**config.mk**
```make
export PLATFORM = sky130hd
export DESIGN_NAME = key_msg_gen_flat
export DESIGN_NICKNAME = d
export VERILOG_FILES = /design/src/rtl/key_msg_gen_if.sv /design/src/rtl/key_msg_gen.sv /design/src/flat_wrapper.sv
export SDC_FILE = /design/constraint.sdc
export NUM_CORES = 1
export LEC_CHECK = 0
export BUFFER_PORTS_ARGS = -buffer_cell sky130_fd_sc_hd__buf_4
export CAP_MARGIN = 20
export CORE_ASPECT_RATIO = 0.9
export CORE_MARGIN = 10
export CORE_UTILIZATION = 55
export CTS_CLUSTER_SIZE = 25
export DETAILED_ROUTE_END_ITERATION = 7
export PLACE_DENSITY_LB_ADDON = 0.3
export SYNTH_ARGS = -nofsm -noshare
export SYNTH_HDL_FRONTEND = slang
export SYNTH_SLANG_ARGS = --single-unit
```
**constraint.sdc**
```tcl
create_clock -name clk -period 2.69 [get_ports clk]
set_clock_uncertainty 0.1 [all_clocks]
set_input_delay 0.1345 -clock clk [delete_from_list [all_inputs] [get_ports clk]]
set_output_delay 0.1345 -clock clk [all_outputs]
set_load 0.02 [all_outputs]
```
**src/rtl/key_msg_gen_if.sv**
```systemverilog
// Key-event / ASCII byte-stream bundle for key_msg_gen.
// The slave side is the message generator; the master side is its environment.
interface key_msg_gen_if #(
    parameter int KEY_WIDTH  = 4,
    parameter int FIFO_DEPTH = 4
);
    logic                        key_flag;
    logic [KEY_WIDTH-1:0]        key_value;
    logic                        tx_ready;
    logic                        ovf_clr;
    logic                        tx_valid;
    logic [7:0]                  tx_data;
    logic                        busy;
    logic [$clog2(FIFO_DEPTH):0] fifo_level;
    logic                        overflow;

    modport master (
        output key_flag, key_value, tx_ready, ovf_clr,
        input  tx_valid, tx_data, busy, fifo_level, overflow
    );

    modport slave (
        input  key_flag, key_value, tx_ready, ovf_clr,
        output tx_valid, tx_data, busy, fifo_level, overflow
    );
endinterface

```
**src/rtl/key_msg_gen.sv**
```systemverilog
// Queues key events and sends each as ASCII "K<hex>\r\n" over a valid/ready byte stream.
// Define KEY_MSG_SEQ_EN to insert "#<seq>" after the key digit (rolling 4-bit message count).
module key_msg_gen #(
    parameter int KEY_WIDTH  = 4,
    parameter int FIFO_DEPTH = 4
) (
    input  logic         clk,
    input  logic         rst,
    key_msg_gen_if.slave bus
);
    localparam int AW = $clog2(FIFO_DEPTH);
    localparam int LW = AW + 1;
    localparam logic [LW-1:0] DEPTH_L = LW'(FIFO_DEPTH);
`ifdef KEY_MSG_SEQ_EN
    localparam logic [2:0] LAST = 3'd5;
`else
    localparam logic [2:0] LAST = 3'd3;
`endif

    localparam logic [0:0] IDLE = 1'b0;
    localparam logic [0:0] SEND = 1'b1;

    logic [3:0]    mem [FIFO_DEPTH];
    logic [AW-1:0] wr_ptr;
    logic [AW-1:0] rd_ptr;
    logic [LW-1:0] level;
    logic [0:0]    state;
    logic [2:0]    idx;
    logic [3:0]    msg_key;
    logic          overflow;
    logic [7:0]    msg_byte;
    logic [3:0]    key_ext;
    logic          push;
    logic          pop;
    logic          drop;
    logic          xfer;

    function automatic logic [7:0] hex_ascii(input logic [3:0] v);
        return (v < 4'd10) ? {4'h3, v} : (8'h37 + {4'h0, v});
    endfunction

    assign key_ext = 4'(bus.key_value);

    // A full FIFO still accepts a key when the idle FSM pops in the same cycle.
    assign pop  = (state == IDLE) && (level != '0);
    assign push = bus.key_flag && ((level < DEPTH_L) || pop);
    assign drop = bus.key_flag && !push;
    assign xfer = (state == SEND) && bus.tx_ready;

    always_ff @(posedge clk) begin
        if (push) begin
            mem[wr_ptr] <= key_ext;
        end
    end

    always_ff @(posedge clk) begin
        if (rst) begin
            wr_ptr <= '0;
            rd_ptr <= '0;
            level  <= '0;
        end else begin
            if (push) begin
                wr_ptr <= wr_ptr + 1'b1;
            end
            if (pop) begin
                rd_ptr <= rd_ptr + 1'b1;
            end
            case ({push, pop})
                2'b10:   level <= level + 1'b1;
                2'b01:   level <= level - 1'b1;
                default: level <= level;
            endcase
        end
    end

    always_ff @(posedge clk) begin
        if (rst) begin
            overflow <= 1'b0;
        end else if (drop) begin
            overflow <= 1'b1;
        end else if (bus.ovf_clr) begin
            overflow <= 1'b0;
        end
    end

    always_ff @(posedge clk) begin
        if (rst) begin
            state   <= IDLE;
            idx     <= '0;
            msg_key <= '0;
        end else begin
            case (state)
                IDLE: begin
                    if (pop) begin
                        msg_key <= mem[rd_ptr];
                        idx     <= '0;
                        state   <= SEND;
                    end
                end
                SEND: begin
                    if (xfer) begin
                        if (idx == LAST) begin
                            state <= IDLE;
                        end else begin
                            idx <= idx + 1'b1;
                        end
                    end
                end
                default: state <= IDLE;
            endcase
        end
    end

`ifdef KEY_MSG_SEQ_EN
    logic [3:0] seq;
    logic [3:0] msg_seq;

    always_ff @(posedge clk) begin
        if (rst) begin
            seq     <= '0;
            msg_seq <= '0;
        end else begin
            if (xfer && (idx == LAST)) begin
                seq <= seq + 1'b1;
            end
            if (pop) begin
                msg_seq <= seq;
            end
        end
    end
`endif

    always_comb begin
        msg_byte = 8'h00;
        case (idx)
            3'd0: msg_byte = 8'h4B;
            3'd1: msg_byte = hex_ascii(msg_key);
`ifdef KEY_MSG_SEQ_EN
            3'd2: msg_byte = 8'h23;
            3'd3: msg_byte = hex_ascii(msg_seq);
            3'd4: msg_byte = 8'h0D;
            3'd5: msg_byte = 8'h0A;
`else
            3'd2: msg_byte = 8'h0D;
            3'd3: msg_byte = 8'h0A;
`endif
            default: msg_byte = 8'h00;
        endcase
    end

    assign bus.tx_valid   = (state == SEND);
    assign bus.busy       = (state == SEND);
    assign bus.tx_data    = (state == SEND) ? msg_byte : 8'h00;
    assign bus.fifo_level = level;
    assign bus.overflow   = overflow;
endmodule

```
**src/flat_wrapper.sv**
```systemverilog
// flat-port wrapper written by rule: the top's interface ports become plain ports
module key_msg_gen_flat 
#(
    parameter int KEY_WIDTH  = 4,
    parameter int FIFO_DEPTH = 4
)
  (clk, rst, bus_key_flag, bus_key_value, bus_tx_ready, bus_ovf_clr, bus_tx_valid, bus_tx_data, bus_busy, bus_fifo_level, bus_overflow);
  key_msg_gen_if #(.KEY_WIDTH(KEY_WIDTH), .FIFO_DEPTH(FIFO_DEPTH)) bus_i ();
  input  logic clk;
  input  logic rst;
  input wire logic [$bits(bus_i.key_flag)-1:0] bus_key_flag;
  input wire logic [$bits(bus_i.key_value)-1:0] bus_key_value;
  input wire logic [$bits(bus_i.tx_ready)-1:0] bus_tx_ready;
  input wire logic [$bits(bus_i.ovf_clr)-1:0] bus_ovf_clr;
  output wire logic [$bits(bus_i.tx_valid)-1:0] bus_tx_valid;
  output wire logic [$bits(bus_i.tx_data)-1:0] bus_tx_data;
  output wire logic [$bits(bus_i.busy)-1:0] bus_busy;
  output wire logic [$bits(bus_i.fifo_level)-1:0] bus_fifo_level;
  output wire logic [$bits(bus_i.overflow)-1:0] bus_overflow;
  assign bus_i.key_flag = bus_key_flag;
  assign bus_i.key_value = bus_key_value;
  assign bus_i.tx_ready = bus_tx_ready;
  assign bus_i.ovf_clr = bus_ovf_clr;
  assign bus_tx_valid = bus_i.tx_valid;
  assign bus_tx_data = bus_i.tx_data;
  assign bus_busy = bus_i.busy;
  assign bus_fifo_level = bus_i.fifo_level;
  assign bus_overflow = bus_i.overflow;
  key_msg_gen #(.KEY_WIDTH(KEY_WIDTH), .FIFO_DEPTH(FIFO_DEPTH)) u_core (.clk(clk), .rst(rst), .bus(bus_i));
endmodule
```
==> run metrics, run 1 <==
RePlAce Congestion=roughly 0.77; Setup CP Type=flop to flop; Worst EP arrival=~2.6 ns; # resized after CTS=0; clock sink count=32; Die Wd=77.5 microns; first-pass GRT wire length=5.47 mm; Buffers on Ports=21; Fmax achieved=408 MHz; Overall Global Routing Usage=12.4%; hold crit path type=primary input to flop; Hold Fails Final Rpt=0; Post-DP HPWL=2.46 mm; Worst-Skew Late Latency=approximately 0.34 ns; post-synthesis adder-cell area fraction=9.62%; combinational power share=42.6%; cts hold-fix bufs=8; initial antenna violation count=0; Ports=23; Slew Limit Fails=0; pwr dens=between 900 and 1000 mW/mm^2; Avg Vias per Cell=roughly 5.4; synth cell count leaders=16 x dfxtp_1, 16 x edfxtp_1, 16 x inv_1; P&R area growth vs syn=20.7%; Mean Syn Cell Area=11.0 sq um; outcome=finished, final reports clean; largest family of logic cells by synthesized area=compound AO/OA/AOI/OAI gates; Clock transition at path regs=0.10 ns; Primary FF master, synth=edfxtp_1; setup bufs post-CTS=0; P_sw=approximately 0.73 mW; #FFs+latches synth=32; die area=0.00557 sq mm; via count=1189; largest net degree at the start of global routing=18; Cells after DPL=204; Placeable Area=0.00279 sq mm; # setup viols final=0; H-tree Lvls=2; vias in the first global route=around 1200; Static Leak=between 0.7 and 0.8 nW; Post-Syn Nets=170; # fillers=221; final worst-path cycle share=91.0%; Max Cap Violations=0; number of diodes=0; initial core utilization=58.7%; simple-gate share of the synthesized area=12.8%; share of layout cells above drive strength 1=between 20% and 30%; Rows=18; fraction of registers with async set or reset after synthesis=0%; element type at the critical path end=flop; CTS tree=done; minimum clock period=around 2.4 ns; Yosys top cell by area=edfxtp_1; top cell type's share of synthesized area=about 29%; Routed wire per std cell=~15 microns; total gr overflow=0; clock power share=18.8%; number of synthesized flops with an enable pin=16; first drt pass iteration count=4; internal power=1.16 mW; count of cell types in the netlist=41; mapped cell area=0.00164 sq mm; setup TNS=0 ns; Residual DRC=0; RSZ-0062 raised after global routing=no; CTS Buf Count=5; ranking of synthesized cells by area=edfxtp_1 29%, dfxtp_1 20%, ha_1 8.4%, mux4_2 5.5%, a21oi_1 4.0%; DR iter-0 viols=74; Worst Setup Start Kind=flop; worst-path fanout max=8; Power Total=1.89 mW; Net Sw Frac=38.7%; Routed Antenna Nets=0; mux contribution to synthesized area=between 6 and 7%; routed wire length=3.29 mm; maximum VDD drop=0.804 mV; Reg power frac=38.5%; NumNets Final=200; post-layout instance count excluding filler cells=220; Yosys warning total=0; Gate Count Post-Synth=149; compound-gate portion of the synthesized area=14.1%; clock tree buffer depth=2; root buffer cell=clkbuf_4; post-synthesis sequential area ratio=48.9%; Synth Area in XOR/XNOR=2.14%; CP required=2.85 ns; Die Ht=about 72 microns
power groups by stage:
stage	registers [mW]	logic, mW	clock network, mW
2_1_floorplan	0.726	0.570	0
3_3_place_gp	0.734	0.769	0
3_5_place_dp	0.740	0.796	0
4_1_cts	0.729	0.814	0.361
5_1_grt	0.751	0.901	0.381
6_report	0.728	0.805	0.356
cells in the final DEF, fill, tap and decap left out, types with 2 or more instances in the layout:
cell	synthesis	final
dfxtp_1	16	16
nand4_1	2	2
nand3_1	4	4
nand2_1	2	2
nor2_1	11	11
clkbuf_4	0	5
nand2b_1	2	2
ha_1	11	11
buf_4	2	23
o211ai_1	4	4
o21a_1	4	4
and2_1	4	4
dlygate4sd3_1	0	8
xnor2_1	2	2
inv_1	16	16
mux4_2	4	4
xor2_1	2	2
o21ai_0	6	6
a21oi_1	13	13
o31ai_1	2	2
edfxtp_1	16	16
final timing paths:
path / from / slack, ns / cells after the start / to
hold reg to reg: u_core.idx[2] / 0.43 / 2 / u_core.idx[2]
setup reg to reg: u_core.bus.fifo_level[2] / 0.24 / 8 / u_core.bus.fifo_level[2]
setup / recovery: u_core.bus.fifo_level[2] / 0.24 / 8 / u_core.bus.fifo_level[2]
hold / removal: bus_key_flag / 0.28 / 5 / u_core.wr_ptr[0]
stage by stage:
step	setup WS, ns	instance area, sq um	util, %	hold slack, ns
floorplan	0.349	1640	-	0.133
global placement	0.374	1820	65.2	0.234
detailed placement	0.268	1820	65.2	0.241
CTS	0.237	1980	70.8	0.277
global route	0.0491	1980	70.8	0.320
finish	0.241	1980	70.8	0.283
sequential cells by signal, indices dropped and copies added (netlist names):
name,cells
u_core.idx,3
u_core.bus.overflow,1
u_core.mem,16
u_core.wr_ptr,2
u_core.rd_ptr,2
u_core.msg_key,4
u_core.bus.fifo_level,3
u_core.bus.busy,1
layout make-up:
cell class	count	area, sq um	share of cell area (%)
sequential	32	801	40.5
tap	40	50.0	2.53
multi-input combinational	93	738	37.3
clock inverter	2	35.0	1.77
timing repair buffer	31	253	12.8
clock buffer	6	41.3	2.09
inverter	16	60.1	3.04
cell families after synthesis:
logic type | count (synthesis)
compound gates | 36
simple gates | 35
flops | 32
buf+inv | 24
fa+ha+maj | 12
mux | 5
xor+xnor | 4
other cells | 1
per-layer routing:
layer / share of wire, % / routed length, microns / vias up / track usage [%]
met4: 2.2 / 73 / 0 / 6.07
met1: 43 / 1410 / 560 / 13.7
li1: - / - / 589 / -
met2: 49 / 1600 / 32 / 20.8
met5: 0 / 0 / - / 0
met3: 6.3 / 207 / 8 / 4.61
critical path, cell delays in order (launching register included):
cell	delay, ns
dfxtp_1	0.47
nor3_4	0.11
nor2_1	0.30
ha_1	0.25
inv_1	0.06
fa_1	0.37
xor2_1	0.16
or3_2	0.40
a21oi_1	0.16
Power figures use the tool's default switching activity.
==> run 2, diff against run 1 <==
--- a/config.mk
+++ b/config.mk
@@ -12,7 +12,7 @@
 export CORE_UTILIZATION = 55
 export CTS_CLUSTER_SIZE = 25
 export DETAILED_ROUTE_END_ITERATION = 7
-export PLACE_DENSITY_LB_ADDON = 0.3
+export PLACE_DENSITY_LB_ADDON = 0.25
 export SYNTH_ARGS = -nofsm -noshare
 export SYNTH_HDL_FRONTEND = slang
 export SYNTH_SLANG_ARGS = --single-unit
==> constraint.sdc (replaced) <==
create_clock -name clk -period 2.36 [get_ports clk]
set_clock_uncertainty 0.1 [all_clocks]
set_input_delay 0.118 -clock clk [delete_from_list [all_inputs] [get_ports clk]]
set_output_delay 0.118 -clock clk [all_outputs]
set_load 0.02 [all_outputs]
==> run metrics, run 2 (synthesis gave the netlist of run 1 again) <==
Post-DP HPWL=between 2 and 2.5 mm; Placeable Area=0.00279 sq mm; share of layout cells above drive strength 1=approximately 23%; P&R area growth vs syn=21.5%; minimum clock period=2.22 ns; outcome=finished, final reports clean; clock tree buffer depth=2; most common cell after layout, fill and taps aside=buf_4; root buffer cell=clkbuf_4; Clock transition at path regs=0.10 ns; register bank with the most flops=u_core.mem; CP required=roughly 2.5 ns; Worst-Skew Late Latency=0.34 ns; crit-path cells=nor3_4, nor2_1, ha_1, inv_1, fa_1, xor2_1, or3_2, a21oi_1; setup bufs post-CTS=0; area of the multi-input gates=738 sq um; Hold Fails Final Rpt=0; Ports=23; initial core utilization=58.7%; Reg power frac=38.3%; max reg flops=16; Routed wire per std cell=14.4 microns; H-tree Lvls=2; Die Wd=77.5 microns; worst-path fanout max=8; internal power=roughly 1.3 mW; clock power share=18.8%; RePlAce Congestion=around 0.87; CTS tree=done; Static Leak=0.778 nW; uppermost layer routed=met4; hold crit path type=primary input to flop; RSZ-0062 raised after global routing=no; flop2flop setup slack=around 0.14 ns; die area=0.00557 sq mm; Max Cap Violations=0; Avg Vias per Cell=5.29; slowest cell on the critical path=dfxtp_1; Die Ht=71.8 microns; maximum VDD drop=0.830 mV; total gr overflow=0; Fmax achieved=451 MHz; Overall Global Routing Usage=12.4%; via count=1168; Routed Antenna Nets=0; routed wire length=3.18 mm; Rows=18; most frequent cells in the layout=24 x buf_4, 16 x inv_1, 16 x edfxtp_1, 15 x dfxtp_1, 13 x a21oi_1; clock sink count=32; # fillers=226; slowest stage delay, CP=around 0.47 ns; # setup viols final=0; initial antenna violation count=0; Hold WS=0.281 ns; Worst EP arrival=between 2 and 2.5 ns; Reg area=802 sq um; first-pass GRT wire length=5.57 mm; CP Buf/Inv Count=1; setup TNS=0 ns; Residual DRC=0; Net Sw Frac=38.5%; Slew Limit Fails=0; Largest regs=u_core.mem x16, u_core.msg_key x4; met3 wire length=200 microns; first drt pass iteration count=4; Buffers on Ports=21; routed wl met2=1.53 mm; number of diodes=0; largest net degree at the start of global routing=18; NumNets Final=201; Top delay family on crit path=simple AND/OR/NAND/NOR gates; combinational power share=42.9%; vias in the first global route=1213; pwr dens=1100 mW/mm^2; met1 wire length=1.40 mm; final worst-path cycle share=between 90% and 100%; DR iter-0 viols=111; Final Util=between 70% and 80%; element type at the critical path end=flop; Worst Setup Start Kind=flop; P_sw=0.840 mW; CTS Buf Count=5; Setup CP Type=flop to flop
-- run 2: final cells by class --
class,instances,area share [%]
Clock buffer,5,1.89
Clock inverter,3,2.14
Inverter,16,3.02
Multi-Input combinational cell,93,37.1
Sequential cell,32,40.3
Tap cell,40,2.51
Timing Repair Buffer,32,13.1
-- run 2: metrics by stage --
stage,std cells,setup slack (ns),instance area [sq um],power (mW)
after floorplan,149,0.0194,1640,1.48
after global placement,205,0.224,1830,1.74
after detailed placement,205,0.119,1830,1.77
after CTS,221,0.0892,1990,2.19
after global routing,221,0.0160,1990,2.35
final,221,0.141,1990,2.18
-- run 2: power by group through the flow --
stage | clock network [mW] | registers, mW | logic, mW
finish | 0.410 | 0.836 | 0.937
global route | 0.447 | 0.860 | 1.04
CTS | 0.415 | 0.832 | 0.946
detailed placement | 0 | 0.845 | 0.927
global placement | 0 | 0.834 | 0.902
floorplan | 0 | 0.827 | 0.650
-- run 2: worst min-delay path, delay by kind of cell --
family | cells | cell delay (ns)
compound gates | 1 | 0.13
xor+xnor | 1 | 0.13
buf+inv | 2 | 0.27
simple gates | 1 | 0.04
-- run 2: worst paths after layout --
check / endpoint / start / depth (start not counted)
hold / removal: u_core.wr_ptr[0] / bus_key_flag / 5
setup reg to reg: u_core.bus.fifo_level[2] / u_core.bus.fifo_level[1] / 8
setup / recovery: u_core.bus.fifo_level[2] / u_core.bus.fifo_level[1] / 8
hold reg to reg: u_core.msg_key[0] / u_core.msg_key[0] / 2
-- run 2: repair_timing --
action | 4_1_cts | 5_1_grt
hold endpoints to repair | 28 | 0
gates resized for setup | 0 | 1
hold buffers | 8 | 0
setup endpoints to repair | 0 | 1
-- run 2: layer usage --
| metal | vias to the layer above | global-route usage, % |
|---|---|---|
| met3 | 6 | 4.11 |
| met2 | 27 | 21.0 |
| met1 | 545 | 14.3 |
| met4 | 0 | 4.86 |
| met5 | - | 0 |
| li1 | 590 | - |
==> run 3, diff against run 2 <==
--- a/config.mk
+++ b/config.mk
@@ -10,8 +10,10 @@
 export CORE_ASPECT_RATIO = 0.9
 export CORE_MARGIN = 10
 export CORE_UTILIZATION = 55
+export CTS_CLUSTER_DIAMETER = 30
 export CTS_CLUSTER_SIZE = 25
 export DETAILED_ROUTE_END_ITERATION = 7
+export GPL_TIMING_DRIVEN = 0
 export PLACE_DENSITY_LB_ADDON = 0.25
 export SYNTH_ARGS = -nofsm -noshare
 export SYNTH_HDL_FRONTEND = slang
==> run metrics, run 3 (synthesis gave the netlist of run 1 again) <==
outcome=finished, final reports clean; Routed wire per std cell=approximately 14 microns; number of cells on the worst reg-to-reg path=8; root buffer cell=clkbuf_4; RePlAce Congestion=0.847; P_sw=0.853 mW; Cells after DPL=209; Hold Fails Final Rpt=0; Die Ht=between 70 and 80 microns; Net Sw Frac=40.5%; setup bufs post-CTS=0; Max Cap Violations=0; CP required=2.52 ns; # setup viols final=0; register bank with the most flops=u_core.mem; Overall Global Routing Usage=12.5%; Setup CP Type=flop to flop; Reg power frac=38.9%; vias in the first global route=1196; Rows=18; NumNets Final=204; Worst Setup Start Kind=flop; element type at the critical path end=flop; Design Area, Final=around 0.002 sq mm; Slew Limit Fails=0; maximum VDD drop=just over 0.8 mV; setup TNS=0 ns; pwr dens=1060 mW/mm^2; H-tree Lvls=2; number of diodes=0; CTS tree=done; Worst-Skew Late Latency=0.34 ns; worst r2r src=u_core.bus.fifo_level[1]; Clock transition at path regs=0.09 ns; clock tree buffer depth=2; Worst EP arrival=approximately 2.4 ns; Static Leak=~0.77 nW; setup ws final=0.160 ns; pre-CTS WS=-0.115 ns; Die Wd=77.5 microns; initial core utilization=58.7%; flop2flop setup slack=0.16 ns; post-layout instance count excluding filler cells=roughly 220; Avg Vias per Cell=5.26; DR iter-0 viols=about 100; via count=1179; Fmax achieved=454 MHz; largest net degree at the start of global routing=11; CTS Buf Count=5; P&R area growth vs syn=21.2%; Placeable Area=0.00279 sq mm; internal power=1.25 mW; final worst-path cycle share=93.2%; most common cell after layout, fill and taps aside=buf_4; Residual DRC=0; Largest regs=u_core.mem x16, u_core.msg_key x4; Buffers on Ports=20; minimum clock period=roughly 2.2 ns; first-pass GRT wire length=5.57 mm; Reg-to-Reg End=u_core.bus.fifo_level[2]; Hold WS=0.0892 ns; critical path capture point=u_core.bus.fifo_level[2]; routed wire length=3.17 mm; initial antenna violation count=0; first drt pass iteration count=4; Final Util=a little under three quarters; die area=0.00557 sq mm; total gr overflow=0; hold crit path type=primary input to flop; clock power share=between 10% and 20%; most frequent cells in the layout=22 x buf_4, 16 x inv_1, 16 x edfxtp_1, 13 x a21oi_1, 12 x dfxtp_1; Routed Antenna Nets=0; Post-DP HPWL=2.40 mm; combinational power share=47.0%; Power Total=2.10 mW; Setup crit start=u_core.bus.fifo_level[1]; max reg flops=16; Ports=23; clock sink count=32; worst-path fanout max=8; Placed Area=roughly 0.0018 sq mm; RSZ-0062 raised after global routing=no; share of layout cells above drive strength 1=24.5%
[run 3: cell count changes in the layout (fill, tap and decap cells not counted), moves of 2 or more]
cell      previous run  this run
dfxtp_2              1         3
clkbuf_1             0         5
dfxtp_1             15        12
buf_4               24        22
[run 3: timing repair]
| action | CTS | global route |
|---|---|---|
| resized for setup | 3 | 8 |
| hold buffers | 7 | 0 |
| hold endpoints to repair | 18 | 0 |
| endpoints found under the setup margin | 1 | 2 |
[run 3: how the worst min path moves through the flow]
stage / from / end / slack [ns] / cells after the start
6_report: rst / u_core.bus.fifo_level[2] / 0.09 / 2
2_1_floorplan: bus_key_value[0] / u_core.mem[0][0] / 0.12 / 0
5_1_grt: rst / u_core.bus.fifo_level[2] / 0.11 / 2
4_1_cts: rst / u_core.bus.fifo_level[2] / 0.06 / 2
3_5_place_dp: bus_key_value[2] / u_core.mem[3][2] / 0.22 / 1
3_3_place_gp: bus_key_value[2] / u_core.mem[2][2] / 0.22 / 1
[run 3: layout make-up]
| class | instances | area, sq um |
|---|---|---|
| Buffer | 8 | 46.3 |
| Sequential cell | 32 | 808 |
| Inverter | 16 | 60.1 |
| Clock buffer | 6 | 41.3 |
| Timing Repair Buffer | 27 | 220 |
| Multi-Input combinational cell | 93 | 749 |
| Tap cell | 40 | 50.0 |
| Clock inverter | 2 | 11.3 |
| Fill cell | 222 | 806 |
[run 3: power groups by stage]
stage / clock [mW] / combinational [mW] / sequential (mW)
finish: 0.297 / 0.988 / 0.818
detailed placement: 0 / 0.946 / 0.817
floorplan: 0 / 0.650 / 0.827
global placement: 0 / 0.921 / 0.808
CTS: 0.309 / 0.966 / 0.808
global route: 0.335 / 1.11 / 0.837
[run 3: per-layer routing]
layer  global-route usage (%)  vias to the layer above  wire length [microns]
met1                     15.0                      553                   1520
met4                     6.07                        0                     55
li1                         -                      598                      -
met5                        0                        -                      0
met2                     18.8                       22                   1420
met3                     5.49                        6                    166
[run 3: critical path: stages, from the launching register on]
cell and delay [ns]:
dfxtp_2 0.41, nor3_4 0.09, nor2_4 0.16, ha_1 0.22, inv_1 0.07, fa_1 0.37, xor2_1 0.15, or3_2 0.40
a21oi_1 0.14
